$ cat src/rtl/sprite_mem_pkg.sv
// Shared definitions for the sprite memory subsystem: default geometry and
// the slot encoding used by the SRAM arbiter.
package sprite_mem_pkg;

    localparam int DEF_DATA_WIDTH = 8;
    localparam int DEF_ADDR_WIDTH = 16;

    // What the single SRAM port does in a given cycle.
    typedef enum logic [1:0] {
        SLOT_IDLE  = 2'd0,
        SLOT_READ  = 2'd1,
        SLOT_WRITE = 2'd2
    } slot_t;

endpackage

$ cat src/rtl/wbuf_fifo.sv
// Posted-write buffer: synchronous FIFO of address/data pairs. Besides the
// head entry it exposes per-entry valid bits and addresses so the arbiter
// can detect a read that targets a still-buffered write.
module wbuf_fifo
    import sprite_mem_pkg::*;
#(
    parameter int DATA_WIDTH = DEF_DATA_WIDTH,
    parameter int ADDR_WIDTH = DEF_ADDR_WIDTH,
    parameter int DEPTH      = 4,
    localparam int PW        = $clog2(DEPTH),
    localparam int CW        = PW + 1
) (
    input  logic                        clk,
    input  logic                        reset,
    input  logic                        push,
    input  logic [ADDR_WIDTH-1:0]       push_addr,
    input  logic [DATA_WIDTH-1:0]       push_data,
    input  logic                        pop,
    output logic [ADDR_WIDTH-1:0]       head_addr,
    output logic [DATA_WIDTH-1:0]       head_data,
    output logic [CW-1:0]               count,
    output logic [DEPTH-1:0]            entry_valid,
    output logic [DEPTH*ADDR_WIDTH-1:0] entry_addr
);

    localparam logic [CW-1:0] DEPTH_C = CW'(DEPTH);

    logic [ADDR_WIDTH-1:0] addr_mem [DEPTH];
    logic [DATA_WIDTH-1:0] data_mem [DEPTH];
    logic [PW-1:0]         wr_ptr;
    logic [PW-1:0]         rd_ptr;
    logic [CW-1:0]         cnt;
    logic [DEPTH-1:0]      vld;
    logic                  do_push;
    logic                  do_pop;

    // Overflow/underflow requests are ignored so the pointers never corrupt.
    assign do_push = push && (cnt != DEPTH_C);
    assign do_pop  = pop && (cnt != '0);

    // Entry storage; contents are don't-care until marked valid.
    always_ff @(posedge clk) begin
        if (do_push) begin
            addr_mem[wr_ptr] <= push_addr;
            data_mem[wr_ptr] <= push_data;
        end
    end

    // Pointers, occupancy and valid bits; pointers wrap modulo DEPTH.
    always_ff @(posedge clk) begin
        if (reset) begin
            wr_ptr <= '0;
            rd_ptr <= '0;
            cnt    <= '0;
            vld    <= '0;
        end else begin
            if (do_push) begin
                wr_ptr      <= wr_ptr + 1'b1;
                vld[wr_ptr] <= 1'b1;
            end
            if (do_pop) begin
                rd_ptr      <= rd_ptr + 1'b1;
                vld[rd_ptr] <= 1'b0;
            end
            case ({do_push, do_pop})
                2'b10:   cnt <= cnt + 1'b1;
                2'b01:   cnt <= cnt - 1'b1;
                default: cnt <= cnt;
            endcase
        end
    end

    // Flatten the stored addresses for the hazard comparators.
    always_comb begin
        entry_addr = '0;
        for (int i = 0; i < DEPTH; i++) begin
            entry_addr[i*ADDR_WIDTH +: ADDR_WIDTH] = addr_mem[i];
        end
    end

    assign head_addr   = addr_mem[rd_ptr];
    assign head_data   = data_mem[rd_ptr];
    assign count       = cnt;
    assign entry_valid = vld;

endmodule

$ cat src/rtl/sprite_sram_arbiter.sv
// Arbiter sharing one single-port sprite SRAM between the VGA read client
// and the posted-write animation/loader client. Reads win unless the write
// buffer has waited STARVE_LIMIT read slots or a read hits a buffered write.
//
// Handshakes: a write transfers in any cycle where wr_valid && wr_ready;
// wr_ready never depends on wr_valid. A read request (rd_req) is held with a
// stable rd_addr until rd_gnt is seen; rd_valid follows one cycle later.
module sprite_sram_arbiter
    import sprite_mem_pkg::*;
#(
    parameter int DATA_WIDTH   = DEF_DATA_WIDTH,
    parameter int ADDR_WIDTH   = DEF_ADDR_WIDTH,
    parameter int WBUF_DEPTH   = 4,
    parameter int STARVE_LIMIT = 7,
    localparam int CW          = $clog2(WBUF_DEPTH) + 1,
    localparam int SW          = $clog2(STARVE_LIMIT + 1)
) (
    input  logic                  clk,
    input  logic                  reset,
    input  logic                  rd_req,
    input  logic [ADDR_WIDTH-1:0] rd_addr,
    output logic                  rd_gnt,
    output logic                  rd_valid,
    output logic [DATA_WIDTH-1:0] rd_data,
    input  logic                  wr_valid,
    output logic                  wr_ready,
    input  logic [ADDR_WIDTH-1:0] wr_addr,
    input  logic [DATA_WIDTH-1:0] wr_data,
    output logic                  sram_en,
    output logic                  sram_we,
    output logic [ADDR_WIDTH-1:0] sram_addr,
    output logic [DATA_WIDTH-1:0] sram_wdata,
    input  logic [DATA_WIDTH-1:0] sram_rdata,
    output logic [CW-1:0]         wbuf_count
);

    localparam logic [CW-1:0] DEPTH_C    = CW'(WBUF_DEPTH);
    localparam logic [SW-1:0] STARVE_MAX = SW'(STARVE_LIMIT);

    slot_t                          slot;
    logic                           push;
    logic                           pop;
    logic                           buf_nonempty;
    logic                           hazard;
    logic [ADDR_WIDTH-1:0]          head_addr;
    logic [DATA_WIDTH-1:0]          head_data;
    logic [WBUF_DEPTH-1:0]          entry_valid;
    logic [WBUF_DEPTH*ADDR_WIDTH-1:0] entry_addr;
    logic [SW-1:0]                  starve_cnt;
    logic [ADDR_WIDTH-1:0]          addr_q;
    logic [DATA_WIDTH-1:0]          wdata_q;

    assign wr_ready     = (wbuf_count < DEPTH_C) && !reset;
    assign push         = wr_valid && wr_ready;
    assign pop          = (slot == SLOT_WRITE);
    assign buf_nonempty = (wbuf_count != '0);

    wbuf_fifo #(
        .DATA_WIDTH (DATA_WIDTH),
        .ADDR_WIDTH (ADDR_WIDTH),
        .DEPTH      (WBUF_DEPTH)
    ) u_wbuf (
        .clk         (clk),
        .reset       (reset),
        .push        (push),
        .push_addr   (wr_addr),
        .push_data   (wr_data),
        .pop         (pop),
        .head_addr   (head_addr),
        .head_data   (head_data),
        .count       (wbuf_count),
        .entry_valid (entry_valid),
        .entry_addr  (entry_addr)
    );

    // A read aimed at an address still sitting in the buffer must wait for
    // the drain; the entry being enqueued right now is not yet valid, so a
    // same-cycle read sees the old SRAM contents.
    always_comb begin
        hazard = 1'b0;
        for (int i = 0; i < WBUF_DEPTH; i++) begin
            if (entry_valid[i] && (entry_addr[i*ADDR_WIDTH +: ADDR_WIDTH] == rd_addr)) begin
                hazard = 1'b1;
            end
        end
        hazard = hazard && rd_req;
    end

    // Slot decision in priority order: reset, forced/idle write, read, idle.
    always_comb begin
        slot = SLOT_IDLE;
        if (reset) begin
            slot = SLOT_IDLE;
        end else if (buf_nonempty && (!rd_req || (starve_cnt == STARVE_MAX) || hazard)) begin
            slot = SLOT_WRITE;
        end else if (rd_req) begin
            slot = SLOT_READ;
        end
    end

    // SRAM port drive; address and write data hold when the port is idle.
    always_comb begin
        rd_gnt     = 1'b0;
        sram_en    = 1'b0;
        sram_we    = 1'b0;
        sram_addr  = addr_q;
        sram_wdata = wdata_q;
        case (slot)
            SLOT_WRITE: begin
                sram_en    = 1'b1;
                sram_we    = 1'b1;
                sram_addr  = head_addr;
                sram_wdata = head_data;
            end
            SLOT_READ: begin
                rd_gnt    = 1'b1;
                sram_en   = 1'b1;
                sram_addr = rd_addr;
            end
            default: begin
                rd_gnt  = 1'b0;
                sram_en = 1'b0;
            end
        endcase
    end

    // Remember the last driven address/data for idle cycles.
    always_ff @(posedge clk) begin
        if (reset) begin
            addr_q  <= '0;
            wdata_q <= '0;
        end else begin
            addr_q  <= sram_addr;
            wdata_q <= sram_wdata;
        end
    end

    // Count read slots taken while writes wait; saturates at the limit.
    always_ff @(posedge clk) begin
        if (reset) begin
            starve_cnt <= '0;
        end else if ((slot == SLOT_WRITE) || !buf_nonempty) begin
            starve_cnt <= '0;
        end else if ((slot == SLOT_READ) && (starve_cnt != STARVE_MAX)) begin
            starve_cnt <= starve_cnt + 1'b1;
        end
    end

    // Read data arrives one cycle after the grant.
    always_ff @(posedge clk) begin
        if (reset) begin
            rd_valid <= 1'b0;
        end else begin
            rd_valid <= rd_gnt;
        end
    end

    assign rd_data = sram_rdata;

endmodule

$ cat config.mk
export PLATFORM = sky130hd
export DESIGN_NAME = sprite_sram_arbiter
export DESIGN_NICKNAME = d
export VERILOG_FILES = /design/src/rtl/sprite_mem_pkg.sv /design/src/rtl/wbuf_fifo.sv /design/src/rtl/sprite_sram_arbiter.sv
export SDC_FILE = /design/constraint.sdc
export NUM_CORES = 1
export LEC_CHECK = 0
export CORE_MARGIN = 10
export CORE_UTILIZATION = 50
export CTS_BUF_LIST = sky130_fd_sc_hd__clkbuf_4
export DETAILED_ROUTE_END_ITERATION = 8
export DONT_BUFFER_PORTS = 1
export HOLD_SLACK_MARGIN = 0.15
export SYNTH_ARGS = -nofsm -noshare
export SYNTH_HDL_FRONTEND = slang
export SYNTH_SLANG_ARGS = --single-unit
$ cat constraint.sdc
create_clock -name clk -period 9 [get_ports clk]
set_input_delay 1.8 -clock clk [delete_from_list [all_inputs] [get_ports clk]]
set_output_delay 1.8 -clock clk [all_outputs]
set_load 0.02 [all_outputs]
== After elaboration in Yosys (flattened, before gate mapping) ==
Memories as Yosys holds them, arrays and structs flattened. A register that Yosys moved wholly into a read port is not among the register bits.
Index checks and enable logic that the tools add are counted.

* Bits in registers: 39
* Bits in writable memories: 96
* Input bits: 52
* Output and inout bits: 40
* Logic and storage cells: 83
* Memories: 2

{| class="wikitable"
|+ Memories
! memory !! depth !! bits a word !! rd ports !! clocked after memory_dff !! wr ports !! RTL line !! source
|-
| u_wbuf.addr_mem || 4 || 16 || 5 || 1 || 1 || wbuf_fifo.sv:28 || <nowiki>logic [ADDR_WIDTH-1:0] addr_mem [DEPTH];</nowiki>
|-
| u_wbuf.data_mem || 4 || 8 || 1 || 1 || 1 || wbuf_fifo.sv:29 || <nowiki>logic [DATA_WIDTH-1:0] data_mem [DEPTH];</nowiki>
|}

* Add/sub/neg operators: 5
* Order comparisons: 5
* Equal/unequal tests: 11
* Muxes and demuxes: 26
* Bitwise operators: 3
* Reductions and logical operators: 23

{| class="wikitable"
|+ Operators with widths
! cell !! count
|-
| $eq A16 B16 Y1 || 4
|-
| $pmux W16 S2 || 1
|-
| $logic_and A1 B1 Y1 || 13
|-
| $mux W1 || 12
|-
| $mux W2 || 6
|-
| $mux W4 || 3
|-
| $mux W8 || 1
|-
| $add A3 B1 Y3 const B || 2
|-
| $lt A2 B3 Y1 const B || 2
|-
| $ne A3 B3 Y1 const B || 2
|-
| $pmux W3 S2 || 1
|-
| $add A2 B1 Y2 const B || 2
|-
| $and A4 B4 Y4 || 1
|-
| $demux W1 S2 || 2
|-
| $eq A2 B1 Y1 const B || 2
|-
| $eq A2 B2 Y1 const B || 2
|-
| $ge A2 B1 Y1 const B || 2
|-
| $not A4 Y4 || 1
|-
| $or A4 B4 Y4 || 1
|-
| $reduce_or A2 Y1 || 2
|-
| $eq A3 B3 Y1 const B || 1
|-
| $logic_not A1 Y1 || 3
|-
| $logic_or A1 B1 Y1 || 3
|-
| $lt A3 B3 Y1 const B || 1
|-
| other kinds (3) || 3
|}

== Logic depth before layout (Yosys ltp) ==
Gate-level depths: netlist of the first run.
An unclocked memory read counts as a cell.

* Depth in word-level cells: 16
* Mapped depth: 17
* Mapped depth without buffers: 14

== Cells and area by module ==
A second synthesis of the first run with hierarchy kept.

* Cell total of the unflattened synthesis: 449
* Area, all modules: 6307.3 um^2

{| class="wikitable"
|+ Modules (own cells, without submodules)
! module !! times used !! cells each !! area an instance (um^2) !! sequential area each (um^2)
|-
| wbuf_fifo || 1 || 194 || 4124.0 || 3143.0
|-
| sprite_sram_arbiter || 1 || 255 || 2183.3 || 560.5
|}

== Worst setup path before layout of the first run ==
Ideal clock, no wire load.

* Kind: input to output
* Start: in rd_addr[3]
* End: out sram_addr[10]
* Arrival: 4.386 ns
* Required time: 7.200 ns
* Setup slack: 2.814 ns
* Cell stages on the path: 12
* Buffers on the path: 3
* Cell sequence: buf_2 xor2_1 nor4_1 nand3_1 nor4_2 nor4_2 a211oi_1 ha_1 buf_2 buf_1 a22oi_1 o21ai_0

* Word-level cells in the longest chain between the ends: 13
* Elaborated cells between the ends (all ways): 20
* Classes of those cells: eq/ne: 6; mux: 7; reduce/logical: 7

{| class="wikitable"
|+ RTL lines
! element !! RTL line !! source
|-
| start: declaration || sprite_sram_arbiter.sv:21 || <nowiki>input logic [ADDR_WIDTH-1:0] rd_addr,</nowiki>
|-
| $eq A16 B16 Y1 || sprite_sram_arbiter.sv:82 || <nowiki>if (entry_valid[i] && (entry_addr[i*ADDR_WIDTH +: ADDR_WIDTH] == rd_addr)) begin</nowiki>
|-
| $logic_and A1 B1 Y1 || sprite_sram_arbiter.sv:82 ||
|-
| $mux W1 (3 in series) || sprite_sram_arbiter.sv:82 ||
|-
| $mux W1 (*) || sprite_sram_arbiter.sv:82 ||
|-
| $logic_and A1 B1 Y1 (*) || sprite_sram_arbiter.sv:86 || <nowiki>hazard = hazard && rd_req;</nowiki>
|-
| $logic_or A1 B1 Y1 (*) || sprite_sram_arbiter.sv:94 || <nowiki>end else if (buf_nonempty && (!rd_req || (starve_cnt == STARVE_MAX) || hazard)) begin</nowiki>
|-
| $logic_and A1 B1 Y1 (*) || sprite_sram_arbiter.sv:94 ||
|-
| $mux W2 (*) || sprite_sram_arbiter.sv:94 ||
|-
| $mux W2 (*) || sprite_sram_arbiter.sv:92 || <nowiki>if (reset) begin</nowiki>
|-
| $eq A2 B1 Y1 or $eq A2 B2 Y1 (tied branches) || sprite_sram_arbiter.sv:108 || <nowiki>case (slot)</nowiki>
|-
| $pmux W16 S2 (*) || sprite_sram_arbiter.sv:108 ||
|-
| end: declaration || sprite_sram_arbiter.sv:31 || <nowiki>output logic [ADDR_WIDTH-1:0] sram_addr,</nowiki>
|}

Mark *: on every way between the ends. The rest lies on a longest branch, timed or not.

== Worst setup path in the final report of the first run ==
* Start: in rd_addr[0]
* End: out sram_addr[13]

Same word-level chain as after synthesis.

==> flow_summary.toml, run 1 <==
[critical_path]
cp_top_family = "compound AO/OA/AOI/OAI gates"
crit_fanout = 17
path_cells = "xor2_1, nor4_1, nand3_1, nor4_2, nor4_2, a211oi_1, ha_1, a22oi_1, o21ai_0"
cpMaxStageDelayCell = "ha_1"
cp-end-kind = "output pin"
cp.arrival_ns = 5.02
slowest_delay_ns = 0.89
critPathLaunchType = "primary input"
cp_common_cell = "nor4_2"
path_buf_inv = 0
critPathRequiredTime_ns = 7.20
path_class = "primary input to output pin"

[timing]
min_period_over_period_pct = 75.7
totalNegativeSetupSlack_ns = 0
min_period_ns = 6.82
finalSetupViolations = 0
worstMarginPinSlew_ns = 1.14
finalHoldViolCount = 0
rsz0062_at_grt = "no"
clock_skew_ns = 0.0247
drv_slew = 0
slew_headroom_pct = 24.1
fmaxAchievable_mhz = 147

[logic_synthesis]
synth_nets = 510
ys_seq_area_share_pct = 58.9
async_reset_ff_share_pct = 0
syn_avg_cell_area_sq_um = 14.2
synth_top_area_share_pct = 45.9
synth_edf_count = 96
synth-seq-cells = 137
synthesis.area_sq_um = 6280
synth.distinct_cells = 37
synth_largest_area_cell = "edfxtp_1"
synth_area_leaders = "edfxtp_1, dfxtp_1, mux4_2"
syn_inst = 444
ys.flop_type = "edfxtp_1"
ys_warn_count = 0

[detailed_routing]
wl_met3_microns = 1330
wl_met1_microns = 5840
vias = 3354
drtAntennaViolNets = 0
route.detailed.drc = 0
drt_wl_total_microns = 13600
drt_pre_antenna_iters = 5
drtIter0Drc = 188
via_per_inst = 5.53
routed.top_layer = "met4"
wl_met2_microns = 6300
wl_per_cell_microns = 22.4

[job]
cap_violations = 0

[clocking]
cts_root_buf = "clkbuf_4"
ctsResizeCount = 0
post_cts_buffers = 0
htreeDepth = 4
clock_path_buffers = 2
worstSkewPairLatency_ns = 0.56
cts.sinks = 137
cts_made_buffers = 17
cts_tree = "yes"
clk_pin_slew_ns = 0.11
ctsHoldBuffers = 0

[floorplanning]
ios = 92
core-area_sq_um = 12200
chipWidth_microns = 132
start_util_pct = 51.7
dieHeight_microns = 132
die_area_sq_um = 17500
placementRows = 40

[final_layout]
final_common_cell = "edfxtp_1"
layout_common_cells = "edfxtp_1, xnor2_1, dfxtp_1"
fillCellCount = 1031
multi_input_area_sq_um = 2260
nets = 491
antennaDiodeCount = 0
drive_above_1_share_pct = 17.4
seqCellArea_sq_um = 3700
area_growth_pct = 4.08

[global_routing]
grt_pass1_wl_microns = 20300
track_usage_pct = 15.5
grt_pass1_vias = 3337
grt_max_degree = 45
overflow = 0
antenna_found_initial = 0

[power_and_ir_drop]
ir_drop_mv = 0.115
fin_total_pwr_uw = 1190
p_leak_uw = 0.00205
power.density_nw_per_um2 = 182

[placement]
place.gp.congestion = 0.811
hpwl_microns = 9060
numPortBuffers = 0

[outcome]
run_status = "finished, final reports clean"

[min_path]
hold_class = "flip-flop to flip-flop"
-- worst register-to-register path, stage by stage (launching register included) --
cell	delay [ns]
edfxtp_1	0.44
xor2_2	0.16
nor4_1	0.48
nand3_1	0.16
nor4_2	0.19
nor4_2	0.11
a211oi_1	0.26
ha_1	0.89
buf_4	0.37
nor2b_1	0.52
ha_1	0.30
inv_1	0.06
fa_1	0.37
xor2_1	0.16
or3_1	0.31
a21oi_1	0.14
-- state kept, by name, summed over array words and instances (netlist names), named ones only --
register and cells:
u_wbuf.count 3, addr_q 16, u_wbuf.entry_valid 4, starve_cnt 3, u_wbuf.data_mem 32, rd_valid 1
wdata_q 8, u_wbuf.addr_mem 64, u_wbuf.rd_ptr 2, u_wbuf.wr_ptr 2
-- through the flow --
step / util (%) / setup WS, ns / hold WS (ns) / instance area (sq um) / instances
after floorplan: - / 2.81 / 0.478 / 6280 / 444
after global routing: 53.8 / 1.90 / 0.560 / 6540 / 606
final: 53.8 / 2.18 / 0.534 / 6540 / 606
after detailed placement: 51.4 / 2.22 / 0.516 / 6260 / 574
after global placement: 51.4 / 2.31 / 0.516 / 6260 / 574
after CTS: 53.8 / 2.21 / 0.538 / 6540 / 606
-- cells by family (layout without fill, tap and decap cells) --
group | Yosys count | in the layout | share of synthesized area, %
xor+xnor | 69 | 69 | 9.74
simple gates | 91 | 91 | 8.20
flops | 137 | 137 | 58.9
fa+ha+maj | 14 | 14 | 2.91
buf+inv | 53 | 47 | 5.06
mux | 35 | 35 | 10.5
compound gates | 45 | 45 | 4.64
-- worst paths after layout --
kind | startpoint | endpoint | slack (ns) | cells past startpoint
worst max-delay path | rd_addr[0] | sram_addr[13] | 2.18 | 9
worst min-delay path | u_wbuf.entry_valid[0]$_SDFF_PP0_ | u_wbuf.entry_valid[0]$_SDFF_PP0_ | 0.53 | 2
worst max register to register | u_wbuf.addr_mem[2][8]$_DFFE_PP_ | u_wbuf.count[2]$_SDFFE_PP0P_ | 4.06 | 15
worst min register to register | u_wbuf.entry_valid[0]$_SDFF_PP0_ | u_wbuf.entry_valid[0]$_SDFF_PP0_ | 0.53 | 2
-- routing by layer --
| metal | vias up | track usage (%) |
|---|---|---|
| li1 | 1570 | - |
| met1 | 1656 | 19.3 |
| met2 | 115 | 23.2 |
| met3 | 13 | 7.43 |
| met4 | 0 | 4.76 |
| met5 | - | 0 |
-- final cells by class --
class / instances / area share [%]
clock buffer: 18 / 2.07
clock inverter: 14 / 2.28
inverter: 9 / 0.517
multi-input combinational: 254 / 34.6
sequential: 137 / 56.6
tap: 168 / 3.21
timing repair buffer: 6 / 0.689
-- cell usage after synthesis (all sizes together), types with 2 or more instances --
library cell	number
edfxtp	96
xnor2	51
dfxtp	41
buf	33
nor2b	28
mux4	24
o21ai	18
xor2	18
nand2	17
a22oi	16
ha	13
nor2	12
clkbuf	11
nor4	11
inv	9
mux2	8
nand4	8
nand3	7
a211oi	5
and3	4
mux2i	3
a21oi	2
nor3	2
-- report_power, final --
part,total [uW],internal (uW),switching (uW)
registers,703,692,10.7
logic,87.5,35.7,51.8
clock network,397,169,228
Note: power is estimated with default switching activity, not from simulation.
==> run 2: changes to the inputs <==
- PLACE_DENSITY: default -> 0.68
- clock period: 9 -> 5.8 ns (I/O delays scaled with it)
==> run 2 against run 1 <==
  * Final area is 0.92% higher
  * Hold slack worse by 0.015 ns
  * Routed wire length rose by 4.6%
  * Via count is 4.0% higher
  * Clock power grew 73%
  * Sequential cell count unchanged
  * Largest power group unchanged
==> flow_summary.toml, run 2 (synthesis results as in run 1) <==
[detailed_routing]
vias = 3488
wl_per_cell_microns = 23.2
drtAntennaViolNets = 0
drt_wl_total_microns = 14200
via_per_inst = 5.72
drtIter0Drc = 317
drt_pre_antenna_iters = 6
route.detailed.drc = 0

[critical_path]
cp.arrival_ns = 3.77
slowest_delay_ns = 0.64
cpMaxStageDelayCell = "o21ai_0"
path_class = "primary input to output pin"
crit_fanout = 16
cp-end-kind = "output pin"
cp_common_cell = "nor4_2"
critPathLaunchType = "primary input"
path_cells = "xor2_1, nor4_1, nand3_1, nor4_2, nor4_2, a211oi_1, ha_1, buf_4, a22oi_1, o21ai_0"
critPathRequiredTime_ns = 4.64
r2r_cells = 15

[job]
cap_violations = 0

[power_and_ir_drop]
power.density_nw_per_um2 = 290
p_leak_uw = 0.00207
ir_drop_mv = 0.173
fin_total_pwr_uw = 1910

[timing]
min_period_over_period_pct = 85.0
finalHoldViolCount = 0
drv_slew = 0
finalSetupViolations = 0
worstMarginPinSlew_ns = 0.977
fmaxAchievable_mhz = 203
slew_headroom_pct = 34.9
totalNegativeSetupSlack_ns = 0
min_period_ns = 4.93
rsz0062_at_grt = "no"
clock_skew_ns = 0.0207

[final_layout]
area_growth_pct = 5.04
largest_reg_flops = 64
final_common_cell = "edfxtp_1"
design_area_sq_um = 6600
top_regs = "u_wbuf.addr_mem (64), u_wbuf.data_mem (32), addr_q (16)"
drive_above_1_share_pct = 17.9
top_register = "u_wbuf.addr_mem"
layout_common_cells = "edfxtp_1, xnor2_1, dfxtp_1"
nets = 494
fillCellCount = 1014

[clocking]
cts_made_buffers = 17
cts_tree = "yes"
ctsResizeCount = 0
clock_path_buffers = 2
post_cts_buffers = 0
worstSkewPairLatency_ns = 0.55
clk_pin_slew_ns = 0.11
cts_root_buf = "clkbuf_4"
ctsHoldBuffers = 0
htreeDepth = 4
cts.sinks = 137

[global_routing]
overflow = 0
track_usage_pct = 16.5
grt_pass1_wl_microns = 21600
use_met1_pct = 19.0
busiest_layer = "met2"
use_met3_pct = 8.04
grt_pass1_vias = 3634
antenna_found_initial = 1
gr-usage-met2_pct = 25.9
grt_max_degree = 45

[placement]
hpwl_microns = 9710
place_area_sq_um = 6280
numPortBuffers = 0
place.gp.congestion = 0.861

[floorplanning]
dieHeight_microns = 132
die_area_sq_um = 17500
placementRows = 40
core-area_sq_um = 12200
chipWidth_microns = 132
start_util_pct = 51.7
ios = 92

[min_path]
min_path_cells = 2
hold_class = "flip-flop to flip-flop"

[outcome]
run_status = "finished, final reports clean"
run 2: changes by cell type in the layout (fill, tap and decap cells not counted):
cell / change
and3_2: +2
clkinvlp_4: +3
and3_1: -2
clkinv_2: -1
clkinv_1: +2
bufinv_16: +2
clkinv_4: -4
inv_6: -2
buf_4: +3
diode_2: +1
run 2: where the power goes:
part,total (uW),switching (uW),internal [uW]
Combinational,139,81.5,57.4
Sequential,1090,16.8,1070
Clock,685,344,340
run 2: area by class of cell:
cell class	instances	area [sq um]	area share, %
flip-flops and latches	137	3700	56.1
multi-input cells	254	2260	34.3
well taps	168	210	3.18
clock inverters	14	181	2.75
clock buffers	18	135	2.05
repair buffers	9	67.6	1.02
inverters	9	33.8	0.512
diodes	1	2.50	0.0379
run 2: path summary, 6_finish.rpt:
check	start	end	slack (ns)
worst max-delay path	rd_addr[0]	sram_addr[12]	0.87
worst min-delay path	u_wbuf.entry_valid[1]$_SDFF_PP0_	u_wbuf.entry_valid[1]$_SDFF_PP0_	0.52
worst max register to register	u_wbuf.addr_mem[3][3]$_DFFE_PP_	u_wbuf.count[2]$_SDFFE_PP0P_	1.52
worst min register to register	u_wbuf.entry_valid[1]$_SDFF_PP0_	u_wbuf.entry_valid[1]$_SDFF_PP0_	0.52
run 2: metal layers:
metal | part of all wire [%] | routed length [microns]
met3 | 11 | 1540
met4 | 1.5 | 211
met2 | 48 | 6770
met1 | 40 | 5650
met5 | 0 | 0
run 2: metrics by stage:
stage               worst slack (ns)  hold WS (ns)  cells  util, %
floorplan                      0.894         0.478    444        -
global placement               0.906         0.504    577     51.6
detailed placement             0.815         0.508    577     51.6
CTS                            0.852         0.523    609     54.2
global route                   0.621         0.569    610     54.3
finish                         0.871         0.518    610     54.3
run 2: worst max-delay path: cells and delay by family:
| kind | cells | cell delay (ns) |
|---|---|---|
| xor+xnor | 1 | 0.14 |
| buf+inv | 1 | 0.27 |
| fa+ha+maj | 1 | 0.23 |
| compound gates | 3 | 1.00 |
| simple gates | 4 | 0.98 |
==> run 3: changes to the inputs <==
- PLACE_DENSITY: 0.68 -> default
- clock period: 5.8 -> 4.75 ns (I/O delays scaled with it)
==> run 3 against run 2 <==
  * Global-route usage shrank 0.18 points
  * Critical endpoint is now sram_addr[11]
  * Routed wire length shrank 2.9%
  * Via count shrank 3.5%
  * Final area grew 0.36%
  * Largest cell class unchanged
  * Critical path depth is the same
  * Largest power group unchanged
==> flow_summary.toml, run 3 (synthesis results as in run 1) <==
[clocking]
clock_path_buffers = 2
clk_pin_slew_ns = 0.13
cts_tree = "yes"
ctsHoldBuffers = 0
cts_root_buf = "clkbuf_4"
cts_made_buffers = 17
htreeDepth = 4
cts.sinks = 137
worstSkewPairLatency_ns = 0.55
post_cts_buffers = 0

[timing]
totalNegativeSetupSlack_ns = 0
fmaxAchievable_mhz = 233
min_period_over_period_pct = 90.3
clock_skew_ns = 0.0187
drv_slew = 0
min_period_ns = 4.29
finalSetupViolations = 0
slew_headroom_pct = 37.9
finalHoldViolCount = 0
rsz0062_at_grt = "no"
worstMarginPinSlew_ns = 0.931

[placement]
hpwl_microns = 9410
numPortBuffers = 0
place.gp.congestion = 0.864
place_area_sq_um = 6330

[detailed_routing]
via_per_inst = 5.47
drt_wl_total_microns = 13800
vias = 3367
drt_pre_antenna_iters = 4
route.detailed.drc = 0
drtIter0Drc = 244
wl_per_cell_microns = 22.4
drtAntennaViolNets = 0

[final_layout]
drive_above_1_share_pct = 19.3
layout_common_cells = "edfxtp_1, xnor2_1, dfxtp_1"
largest_reg_flops = 64
top_register = "u_wbuf.addr_mem"
nets = 499
design_area_sq_um = 6620
final_common_cell = "edfxtp_1"
top_regs = "u_wbuf.addr_mem (64), u_wbuf.data_mem (32), addr_q (16)"
area_growth_pct = 5.42

[global_routing]
antenna_found_initial = 1
overflow = 0
grt_pass1_vias = 3622
track_usage_pct = 16.3
grt_max_degree = 45
grt_pass1_wl_microns = 21400

[min_path]
hold_class = "primary input to flip-flop"
min_path_cells = 1

[critical_path]
critPathLaunchType = "flip-flop"
crit_fanout = 15
cpMaxStageDelayCell = "edfxtp_1"
critPathRequiredTime_ns = 3.80
path_cells = "xnor2_1, nand4_1, nor3_1, a41o_1, nor4_2, a211o_1, ha_2, buf_4, a22oi_1, o21ai_1"
path_class = "flip-flop to output pin"
slowest_delay_ns = 0.44
cp.arrival_ns = 3.34
cp-end-kind = "output pin"
r2r_cells = 15

[floorplanning]
ios = 92
chipWidth_microns = 132
die_area_sq_um = 17500
placementRows = 40
start_util_pct = 51.7
core-area_sq_um = 12200
dieHeight_microns = 132

[job]
cap_violations = 0

[power_and_ir_drop]
p_leak_uw = 0.00211
power.density_nw_per_um2 = 344
ir_drop_mv = 0.319

[outcome]
run_status = "finished, final reports clean"
-- run 3: changes by cell type in the layout (fill, tap and decap cells not counted), moves of 3 or more --
cell	delta
buf_4	+4
clkinv_1	-3
clkinvlp_4	-5
o21ai_1	+4
clkinv_4	+6
o21ai_0	-4
-- run 3: cell type report --
type / count / area [sq um]
Tap cell: 168 / 210
Inverter: 9 / 33.8
Sequential cell: 137 / 3700
Clock buffer: 19 / 143
Clock inverter: 13 / 148
Antenna cell: 1 / 2.50
Multi-Input combinational cell: 254 / 2260
Fill cell: 1021 / 5540
Timing Repair Buffer: 14 / 118
-- run 3: through the flow --
stage | hold slack [ns] | util (%) | cells | setup slack, ns | power (uW)
global route | 0.378 | 54.5 | 615 | 0.118 | 2370
finish | 0.454 | 54.5 | 615 | 0.461 | 2280
CTS | 0.397 | 54.4 | 614 | 0.0140 | 2300
detailed placement | 0.509 | 52.0 | 582 | 0.141 | 1530
global placement | 0.511 | 52.0 | 582 | 0.251 | 1530
floorplan | 0.478 | - | 444 | 0.264 | 1520
-- run 3: final timing paths --
kind	endpoint	startpoint	slack, ns
max	sram_addr[11]	u_wbuf.addr_mem[1][14]$_DFFE_PP_	0.46
min	wdata_q[1]$_SDFF_PP0_	reset	0.45
max reg2reg	u_wbuf.count[2]$_SDFFE_PP0P_	u_wbuf.addr_mem[0][6]$_DFFE_PP_	0.94
min reg2reg	u_wbuf.entry_valid[1]$_SDFF_PP0_	u_wbuf.entry_valid[1]$_SDFF_PP0_	0.52
-- run 3: where the power goes --
group | switching, uW | internal, uW | leakage, uW
Clock | 446 | 330 | 0.000157
Sequential | 20.2 | 1310 | 0.00120
Combinational | 97.9 | 73.0 | 0.000745
-- run 3: timing repair --
item                                   CTS  global route
setup endpoints to repair                0            12
gates resized for setup                  0             5
endpoints found under the hold margin    0             0
-- run 3: per-layer routing --
metal	routed length (microns)	vias to the layer above	track usage, %
met1	5840	1647	20.5
met5	0	-	0
met2	6290	111	23.7
met3	1440	20	7.55
met4	193	0	6.67
li1	-	1589	-
-- run 3: worst max-delay path, delay by kind of cell (launching register included) --
kind	cells	cell delay (ns)
simple gates	3	0.59
fa+ha+maj	1	0.42
buf+inv	1	0.21
flops	1	0.44
compound gates	4	0.94
xor+xnor	1	0.19
